## src/rtl/cpu4_ifetch.sv

```systemverilog
// Instruction-fetch stage with the IF/ID pipeline register.
// Keeps the PC, issues one instruction-memory request at a time over a
// req/ack handshake, and hands fetched words to decode. A one-entry skid
// buffer catches a word that returns while decode is stalled. Redirects
// that arrive while a request is outstanding are parked until that
// request's ack, because the request has to stay stable until then.
module cpu4_ifetch #(
    parameter logic [31:0] RESET_PC = 32'h0000_0000
) (
    input  logic        clk,
    input  logic        reset,
    output logic        imem_req,
    output logic [31:0] imem_addr,
    input  logic        imem_ack,
    input  logic [31:0] imem_rdata,
    input  logic        stall_d,
    input  logic        pc_redirect,
    input  logic [31:0] redirect_pc,
    output logic [31:0] instr_d,
    output logic [31:0] pc_d,
    output logic [31:0] pcplus4_d,
    output logic        valid_d
);

    // Fetch controller states.
    localparam logic [1:0] S_IDLE = 2'd0;  // one-cycle gap after reset
    localparam logic [1:0] S_REQ  = 2'd1;  // live request at pc_reg
    localparam logic [1:0] S_KILL = 2'd2;  // waiting out a request whose data is dead
    localparam logic [1:0] S_SKID = 2'd3;  // skid buffer full, no request

    logic [1:0]  state_reg, state_next;
    logic [31:0] pc_reg, pc_next;
    logic [31:0] tgt_reg, tgt_next;

    logic [31:0] instr_d_reg, instr_d_next;
    logic [31:0] pc_d_reg, pc_d_next;
    logic [31:0] pcplus4_d_reg, pcplus4_d_next;
    logic        valid_d_reg, valid_d_next;

    logic [31:0] skid_instr_reg, skid_instr_next;
    logic [31:0] skid_pc_reg, skid_pc_next;
    logic        skid_valid_reg, skid_valid_next;

    logic [31:0] redirect_aligned;
    logic [31:0] pc_inc;
    logic [31:0] skid_pc_inc;
    logic        accept;
    logic        consume;

    // Targets are word addresses; the low bits of a redirect are dropped.
    assign redirect_aligned = {redirect_pc[31:2], 2'b00};
    // Natural 32-bit wrap: 32'hFFFF_FFFC + 4 = 0.
    assign pc_inc      = pc_reg + 32'd4;
    assign skid_pc_inc = skid_pc_reg + 32'd4;

    // IF/ID can take a new word if it is empty or its word leaves this cycle.
    assign accept  = !valid_d_reg || !stall_d;
    assign consume = valid_d_reg && !stall_d;

    // The request is held in S_KILL too: the memory must see it to completion.
    assign imem_req  = (state_reg == S_REQ) || (state_reg == S_KILL);
    assign imem_addr = pc_reg;

    assign instr_d   = instr_d_reg;
    assign pc_d      = pc_d_reg;
    assign pcplus4_d = pcplus4_d_reg;
    assign valid_d   = valid_d_reg;

    // Next-state logic: redirect beats ack, ack beats stall/consume.
    always_comb begin
        state_next      = state_reg;
        pc_next         = pc_reg;
        tgt_next        = tgt_reg;
        instr_d_next    = instr_d_reg;
        pc_d_next       = pc_d_reg;
        pcplus4_d_next  = pcplus4_d_reg;
        valid_d_next    = valid_d_reg;
        skid_instr_next = skid_instr_reg;
        skid_pc_next    = skid_pc_reg;
        skid_valid_next = skid_valid_reg;

        case (state_reg)
            S_IDLE: begin
                // Any ack seen here belongs to a request cut off by reset.
                state_next = S_REQ;
            end

            S_REQ: begin
                if (pc_redirect) begin
                    valid_d_next = 1'b0;
                    if (imem_ack) begin
                        // Request finishes now, so the target can go out next.
                        pc_next = redirect_aligned;
                    end else begin
                        // Address must stay put until ack; park the target.
                        tgt_next   = redirect_aligned;
                        state_next = S_KILL;
                    end
                end else if (imem_ack) begin
                    pc_next = pc_inc;
                    if (accept) begin
                        instr_d_next   = imem_rdata;
                        pc_d_next      = pc_reg;
                        pcplus4_d_next = pc_inc;
                        valid_d_next   = 1'b1;
                    end else begin
                        skid_instr_next = imem_rdata;
                        skid_pc_next    = pc_reg;
                        skid_valid_next = 1'b1;
                        state_next      = S_SKID;
                    end
                end else if (consume) begin
                    valid_d_next = 1'b0;
                end
            end

            S_KILL: begin
                valid_d_next = 1'b0;
                if (imem_ack) begin
                    // Dead data is dropped; the newest redirect wins.
                    pc_next    = pc_redirect ? redirect_aligned : tgt_reg;
                    state_next = S_REQ;
                end else if (pc_redirect) begin
                    tgt_next = redirect_aligned;
                end
            end

            S_SKID: begin
                if (pc_redirect) begin
                    skid_valid_next = 1'b0;
                    valid_d_next    = 1'b0;
                    pc_next         = redirect_aligned;
                    state_next      = S_REQ;
                end else if (!stall_d) begin
                    instr_d_next    = skid_instr_reg;
                    pc_d_next       = skid_pc_reg;
                    pcplus4_d_next  = skid_pc_inc;
                    valid_d_next    = 1'b1;
                    skid_valid_next = 1'b0;
                    state_next      = S_REQ;
                end
            end

            default: begin
                state_next = S_IDLE;
            end
        endcase
    end

    // State and pipeline registers; reset takes effect immediately.
    always_ff @(posedge clk or posedge reset) begin
        if (reset) begin
            state_reg      <= S_IDLE;
            pc_reg         <= RESET_PC;
            tgt_reg        <= 32'd0;
            instr_d_reg    <= 32'd0;
            pc_d_reg       <= 32'd0;
            pcplus4_d_reg  <= 32'd0;
            valid_d_reg    <= 1'b0;
            skid_instr_reg <= 32'd0;
            skid_pc_reg    <= 32'd0;
            skid_valid_reg <= 1'b0;
        end else begin
            state_reg      <= state_next;
            pc_reg         <= pc_next;
            tgt_reg        <= tgt_next;
            instr_d_reg    <= instr_d_next;
            pc_d_reg       <= pc_d_next;
            pcplus4_d_reg  <= pcplus4_d_next;
            valid_d_reg    <= valid_d_next;
            skid_instr_reg <= skid_instr_next;
            skid_pc_reg    <= skid_pc_next;
            skid_valid_reg <= skid_valid_next;
        end
    end

endmodule

```

## config.mk

```make
export PLATFORM = sky130hd
export DESIGN_NAME = cpu4_ifetch
export DESIGN_NICKNAME = d
export VERILOG_FILES = /design/src/rtl/cpu4_ifetch.sv
export SDC_FILE = /design/constraint.sdc
export NUM_CORES = 1
export LEC_CHECK = 0
export ABC_AREA = 1
export CAP_MARGIN = 25
export CORE_MARGIN = 1.5
export CORE_UTILIZATION = 65
export DETAILED_ROUTE_END_ITERATION = 7
export DONT_BUFFER_PORTS = 1
export PLACE_DENSITY = 0.82
export SETUP_SLACK_MARGIN = 0.1
export SLEW_MARGIN = 20
export SYNTH_ARGS = -nofsm -noshare
export SYNTH_HDL_FRONTEND = slang
export SYNTH_SLANG_ARGS = --single-unit
```

## constraint.sdc

```tcl
create_clock -name clk -period 13.1 [get_ports clk]
set_input_delay 1.965 -clock clk [delete_from_list [all_inputs] [get_ports clk]]
set_output_delay 1.965 -clock clk [all_outputs]
set_load 0.05 [all_outputs]
```

After elaboration in Yosys (flattened, before gate mapping)

Index checks and enable logic that the tools add are counted.

Bits in registers: 227
Input bits: 69
Output and inout bits: 130
Word-level logic and storage cells: 91

Add/subtract/negate cells: 2
Equality and inequality tests: 19
Mux-type cells: 44
Bitwise gates (word level): 2
Reduce and logical (&&, ||, !) cells: 15

Operators by type and width:

| kind                    | number |
|---|---|
| $mux W32                | 24 |
| $pmux W32 S2            | 4 |
| $pmux W32 S3            | 1 |
| $add A32 B3 Y32 const B | 2 |
| $ne A2 B2 Y1 const B    | 10 |
| $reduce_and A4 Y1       | 4 |
| $mux W2                 | 7 |
| $ne A3 B3 Y1 const B    | 4 |
| $ne A4 B4 Y1 const B    | 2 |
| $pmux W2 S4             | 1 |
| $mux W1                 | 6 |
| $reduce_and A6 Y1       | 1 |
| $reduce_and A5 Y1       | 1 |
| $eq A2 B2 Y1 const B    | 2 |
| $reduce_bool A2 Y1      | 2 |
| $pmux W1 S3             | 1 |
| $reduce_bool A3 Y1      | 1 |
| $eq A2 B1 Y1 const B    | 1 |
| $logic_not A1 Y1        | 2 |
| $logic_not A2 Y1        | 1 |
| $logic_or A1 B1 Y1      | 2 |
| $not A1 Y1              | 2 |
| $logic_and A1 B1 Y1     | 1 |

Longest topological paths before layout

Gate-level depths: netlist of the first run.

Depth after elaboration: 6
Mapped depth: 13
Depth with buffers taken out: 13

Worst setup path after synthesis of the first run

Ideal clock, no wire load.

Path kind: input -> register
Start point: input port imem_ack
End point: register pc_d_reg[0] (netlist: pc_d[0])
Setup time: 0.141 ns
Arrival: 2.921 ns
Data required time: 12.959 ns
Slack: 10.038 ns
Cell stages on the path: 9
Buffers on the path: 2
Path through: inv_1 -> nand2_1 -> nand2_1 -> nor2_1 -> nand2_1 -> inv_2 -> buf_2 -> clkbuf_1 -> a31oi_1

Cells in the longest elaborated chain, start to end: 2

RTL lines:

| what                               | RTL line | source |
|---|---|---|
| start, declared                    | 14       | `input logic imem_ack,` |
| $ne A2 B2 Y1 (no source line)      | -        |  |
| $reduce_and A6 Y1 (no source line) | -        |  |
| end signal, assigned               | 168      | `pc_d_reg <= pc_d_next;` |
| end, declared                      | 36       | `logic [31:0] pc_d_reg, pc_d_next;` |

Every way passes these cells.
A chain may end at the register's enable or synchronous reset.

Worst setup path after layout of the first run

Start point: input port imem_ack
End point: register pcplus4_d_reg[22] (netlist: pcplus4_d[22])

Cells in the longest elaborated chain, start to end: 2

RTL lines:

| what                               | RTL line | source |
|---|---|---|
| $ne A2 B2 Y1 (no source line)      | -        |  |
| $reduce_and A6 Y1 (no source line) | -        |  |
| end signal, assigned               | 169      | `pcplus4_d_reg <= pcplus4_d_next;` |
| end, declared                      | 37       | `logic [31:0] pcplus4_d_reg, pcplus4_d_next;` |

Every way passes these cells.

==> results.md, run 1 <==
* Post-route ant nets at 0
* Die area at 19700 µm²
* RePlAce Congestion at 0.950
* Hold Vio Cnt, Final at 0
* Status: finished, final reports clean
* Synth-to-layout area growth at 7.91%
* Post-DP HPWL at 22.6 mm
* Post-CTS Setup Bufs at 0
* HP Class: reg -> reg
* CTS Buf Count at 24
* Pre-antenna DRT Iters at 5
* Initial Utilization at 67.2%
* Synth async-reset ratio at 100%
* Critical path class: in -> reg
* Tmin final at 3.81 ns
* RR Startpoint: state_reg[1]
* Clock Skew at 0.0148 ns
* Post-synth EDFFs at 0
* Area of the mapped netlist at 12200 µm²
* Pins Over Slew Limit at 0
* Crit share post-route at 29.1%
* Final nets at 1670
* Util after Layout at 72.5%
* Setup crit end: pcplus4_d[22]
* DR vias/cell at 5.85
* CP dominant cell by count: nand2_1
* R2R cell count at 9
* Num rows at 49
* P_sw at 2.18 mW
* Highest Clock Rate at 0.262 GHz
* Setup TNS at 0 ns
* CTS Hold Buffers Added at 0
* Core Box Area at 18200 µm²
* RSZ-0062 raised after global routing: no
* CP Capture Type: register
* Worst path slowest cell: buf_4
* Distinct cells, synth at 41
* Final WL at 32.9 mm
* Clock Power Share at 17.9%
* 1st-iter DRT viols at 762
* Sw frac at 53.4%
* Antenna violations before repair at 0
* Setup violations, final at 0
* R2R setup slack at 9.53 ns
* Synth area leaders: dfrtp_1, nand2_1, o21ai_0
* Post-CTS sizing at 0
* H-tree levels at 1
* Setup crit start kind: primary input
* Synth area leader: dfrtp_1
* VDD IR max at 0.000276 V
* Top cell type's share of synthesized area at 46.0%
* Num ports at 199
* Die width at 140 µm
* Capturing point of the worst reg2reg path: pcplus4_d[22]
* Post-synthesis cell count at 1644
* Most frequent cells in the layout: nand2_1, dfrtp_1, nor2_1, o21ai_0, inv_1
* Via count at 10800
* CTS Buffer Depth at 3
* Pwr dens at 309 nW/µm²
* Max_slew headroom at 37.6%
* Req. time, crit path at 13.55 ns
* Fraction of layout cells with a size suffix above 1 at 7.87%
* Comb power frac at 31.4%
* CTS Root Cell: clkbuf_16
* CTS clk-pin slew, worst paths at 0.06 ns
* Grt total ovfl at 0
* Max_cap viols at 0
* Crit path largest cell delay at 0.83 ns
* Largest net degree at the start of global routing at 150
* First-pass GRT wire length at 52.6 mm
* Cell Chain, Critical Path: inv_1 > nand2_1 > nand2_1 > nor2_1 > nand2_1 > buf_4 > inv_4 > buf_4 > o211ai_1 > nand2_1
* Die Y-Extent at 140 µm
* Total track usage at 33.6%
* Critical Path Fanout Max at 102
* Worst slew pin tran at 0.936 ns
* Routed len/inst at 17.9 µm
* Setup crit start: imem_ack
* Vias in the first global route at 10000
* I/O Buffers at 0
* Synth Register Bits at 225
* CTS tree: yes
* # fillers at 1436
* Number of synthesis warnings at 0
* Num Clock Sinks at 225
* PnR Total Power at 4.08 mW
* Seq/Total Area, Yosys at 46.0%
* Primary FF master, synth: dfrtp_1
* Drc violations at 0
* Syn nets at 1719
* P_int at 1.90 mW
* Synthesized area per cell at 7.44 µm²
* Crit path DAT at 4.26 ns
* Worst-Skew Late Latency at 0.52 ns
* Lkg Pwr at 6.26 nW
* Seq pwr share at 50.7%
* Diodes inserted at 0
* Commonest non-fill, non-tap cell in the layout: nand2_1
## power by group through the flow
| stage | Sequential (mW) | Clock, mW | Combinational (mW) |
|---|---|---|---|
| 3_3_place_gp | 2.06 | 0 | 1.21 |
| 5_1_grt | 2.11 | 0.765 | 1.46 |
| 2_1_floorplan | 1.92 | 0 | 1.03 |
| 4_1_cts | 2.06 | 0.742 | 1.27 |
| 3_5_place_dp | 2.08 | 0 | 1.25 |
| 6_report | 2.07 | 0.730 | 1.28 |
## layout make-up
cell class              count  area (µm²)  area share, %
multi-input cells        1201        5760           43.6
clock inverters            10         136           1.03
clock buffers              34         729           5.52
well taps                 229         287           2.17
repair buffers             14         170           1.29
flip-flops and latches    225        5630           42.6
inverters                 129         495           3.75
## critical path, delay by kind of cell
family,cells,cell delay (ns)
buffers and inverters,4,1.60
and+or+nand+nor,5,0.40
AOI/OAI and AO/OA,1,0.24
## cells by family (layout without fill, tap and decap cells)
| kind of cell | after synthesis | after routing | share of synthesized area, % |
|---|---|---|---|
| AND/OR/NAND/NOR | 824 | 824 | 27.4 |
| AO/OA/AOI/OAI | 313 | 313 | 13.9 |
| flip-flops | 225 | 225 | 46.0 |
| buffers and inverters | 218 | 187 | 7.15 |
| multiplexers | 34 | 34 | 3.13 |
| XOR/XNOR | 24 | 24 | 1.78 |
| adder cells (fa/ha/maj) | 6 | 6 | 0.613 |
## worst min path at each step
stage / from / slack, ns / end / cells after the start
2_1_floorplan: skid_instr_reg[0] / 0.48 / skid_instr_reg[0] / 1
3_3_place_gp: skid_instr_reg[12] / 0.49 / skid_instr_reg[12] / 1
3_5_place_dp: skid_instr_reg[19] / 0.49 / skid_instr_reg[19] / 1
4_1_cts: skid_instr_reg[19] / 0.51 / skid_instr_reg[19] / 1
5_1_grt: skid_instr_reg[13] / 0.51 / skid_instr_reg[13] / 1
6_report: skid_instr_reg[17] / 0.50 / skid_instr_reg[17] / 1
## cell usage after synthesis, types with 5 or more instances
| cell type | n |
|---|---|
| nand2_1 | 543 |
| nand4_1 | 7 |
| inv_1 | 124 |
| mux2_2 | 34 |
| nor2_4 | 6 |
| ha_1 | 6 |
| nand3_1 | 38 |
| dfrtp_1 | 225 |
| o211ai_1 | 7 |
| a22oi_1 | 6 |
| o21ai_1 | 6 |
| nand3b_1 | 5 |
| clkbuf_1 | 46 |
| o21ai_0 | 179 |
| nand2_2 | 7 |
| a21oi_1 | 42 |
| a31oi_1 | 64 |
| buf_2 | 36 |
| nor2_1 | 193 |
| nor2_2 | 5 |
| xor2_1 | 19 |
| nor3_1 | 7 |
## through the flow
stage                     cells  hold WS, ns  cell area [µm²]  setup WS (ns)
after floorplan            1644        0.479            12200           4.97
after global placement     1794        0.486            12200           8.83
after detailed placement   1794        0.492            12200           8.80
after CTS                  1838        0.507            13100           9.33
after global routing       1842        0.513            13200           9.01
final                      1842        0.505            13200           9.29
## per-layer routing
metal	GRT usage (%)	up-vias	routed length (µm)	share of wire, %
li1	-	5205	-	-
met1	46.2	5018	13400	41
met2	53.8	495	15100	46
met3	7.86	58	3560	11
met4	9.53	0	862	2.6
met5	0	-	0	0
Power figures use the tool's default switching activity.
==> run 2, diff against run 1 <==
- CORE_UTILIZATION: 65 -> 64
- PLACE_DENSITY: 0.82 -> 0.81
- clock period: 13.1 -> 3.6 ns (I/O delays scaled with it)
==> results.md, run 2 (synthesis gave the netlist of run 1 again) <==
* CTS Root Cell: clkbuf_16
* Util after Layout at 71.2%
* Largest net degree at the start of global routing at 107
* R2R cell count at 8
* H-tree levels at 1
* Hold Vio Cnt, Final at 1
* Setup TNS at 0 ns
* Tmin final at 2.70 ns
* First-pass GRT wire length at 54.4 mm
* Post-CTS Setup Bufs at 0
* Die Y-Extent at 141 µm
* Diodes inserted at 0
* Area of the multi-input gates at 5760 µm²
* Die area at 20000 µm²
* # fillers at 1486
* Most frequent cells in the layout: nand2_1, dfrtp_1, nor2_1, o21ai_0, inv_1
* HP Class: in -> async
* RSZ-0062 raised after global routing: no
* Failing checks: hold timing
* Lkg Pwr at 6.31 nW
* Post-route ant nets at 0
* Commonest non-fill, non-tap cell in the layout: nand2_1
* Setup crit end: imem_addr[8]
* Non-filler cells, final at 1855
* Num ports at 199
* Antenna violations before repair at 0
* 1st-iter DRT viols at 865
* Post-DP HPWL at 23.3 mm
* VDD IR max at 0.000687 V
* Pins Over Slew Limit at 0
* Via count at 10800
* CTS Buf Count at 25
* Clock Skew at 0.0151 ns
* Register area at 5630 µm²
* Setup crit start: state_reg[1]
* Max_slew headroom at 34.4%
* Final nets at 1678
* I/O Buffers at 0
* Num Clock Sinks at 225
* Initial Utilization at 65.4%
* Highest Clock Rate at 0.371 GHz
* Critical Path Fanout Max at 37
* CTS Hold Buffers Added at 0
* Min Hold Slack at -0.00112 ns
* Vias in the first global route at 10500
* Num rows at 50
* CP Capture Type: register
* Crit path DAT at 3.08 ns
* DR vias/cell at 5.82
* Drc violations at 0
* CTS Buffer Depth at 3
* Critical path class: reg -> reg
* Synth-to-layout area growth at 8.82%
* Post-Place Worst Slack at 0.915 ns
* Req. time, crit path at 3.98 ns
* Pwr dens at 1140 nW/µm²
* Pre-antenna DRT Iters at 6
* Core Box Area at 18700 µm²
* Capturing point of the worst reg2reg path: imem_addr[8]
* Final worst setup slack at 0.902 ns
* Die width at 141 µm
* R2R setup slack at 0.90 ns
* Final WL at 33.6 mm
* Crit share post-route at 74.9%
* CTS tree: yes
* Routed len/inst at 18.1 µm
* Placed Cells incl. Taps at 1808
* Worst-Skew Late Latency at 0.53 ns
* Grt total ovfl at 0
* Worst slew pin tran at 0.983 ns
* Post-CTS sizing at 0
* Max_cap viols at 0
* CTS clk-pin slew, worst paths at 0.06 ns
* RePlAce Congestion at 0.917
* Setup violations, final at 0
* Setup crit start kind: register
* Fraction of layout cells with a size suffix above 1 at 8.33%
* Total track usage at 34.2%
* RR Startpoint: state_reg[1]
* Status: finished, violations left
[run 2: where the power goes]
part | internal, mW | switching (mW)
registers | 3.70 | 3.63
clock network | 1.76 | 1.06
logic | 1.68 | 3.36
total | 7.14 | 8.05
[run 2: cell type report]
| cell class | instances | share of cell area, % |
|---|---|---|
| flip-flops and latches | 225 | 42.3 |
| inverters | 129 | 3.69 |
| multi-input cells | 1201 | 43.2 |
| repair buffers | 21 | 1.77 |
| well taps | 234 | 2.20 |
| clock inverters | 15 | 1.77 |
| clock buffers | 30 | 5.06 |
[run 2: worst max-delay path: stages (launching register included)]
cell,delay [ns]
dfrtp_1,0.43
ha_4,0.19
clkinv_2,0.04
buf_4,0.32
nor2_1,0.16
nor3_4,0.63
inv_2,0.47
nor2_1,0.21
a22oi_1,0.09
[run 2: metrics by stage]
stage               power [mW]  hold WS, ns  instance area [µm²]
global placement          12.0        0.486                12300
global route              16.1       0.0629                13300
detailed placement        12.3        0.492                12400
CTS                       15.1       0.0345                13300
floorplan                 10.7        0.479                12200
finish                    15.2     -0.00112                13300
[run 2: worst min-delay path by stage]
stage	start	endpoint	slack (ns)	cells past startpoint
finish	reset	skid_instr_reg[2]	-0.001	1
global route	reset	instr_d[10]	0.06	1
CTS	reset	instr_d[6]	0.03	1
detailed placement	skid_instr_reg[26]	skid_instr_reg[26]	0.49	1
global placement	skid_instr_reg[6]	skid_instr_reg[6]	0.49	1
floorplan	skid_instr_reg[0]	skid_instr_reg[0]	0.48	1
[run 2: per-layer routing]
| metal | GRT usage (%) | part of all wire (%) |
|---|---|---|
| met4 | 10.4 | 2.5 |
| met1 | 46.0 | 41 |
| met5 | 0 | 0 |
| met2 | 54.6 | 45 |
| met3 | 9.08 | 11 |
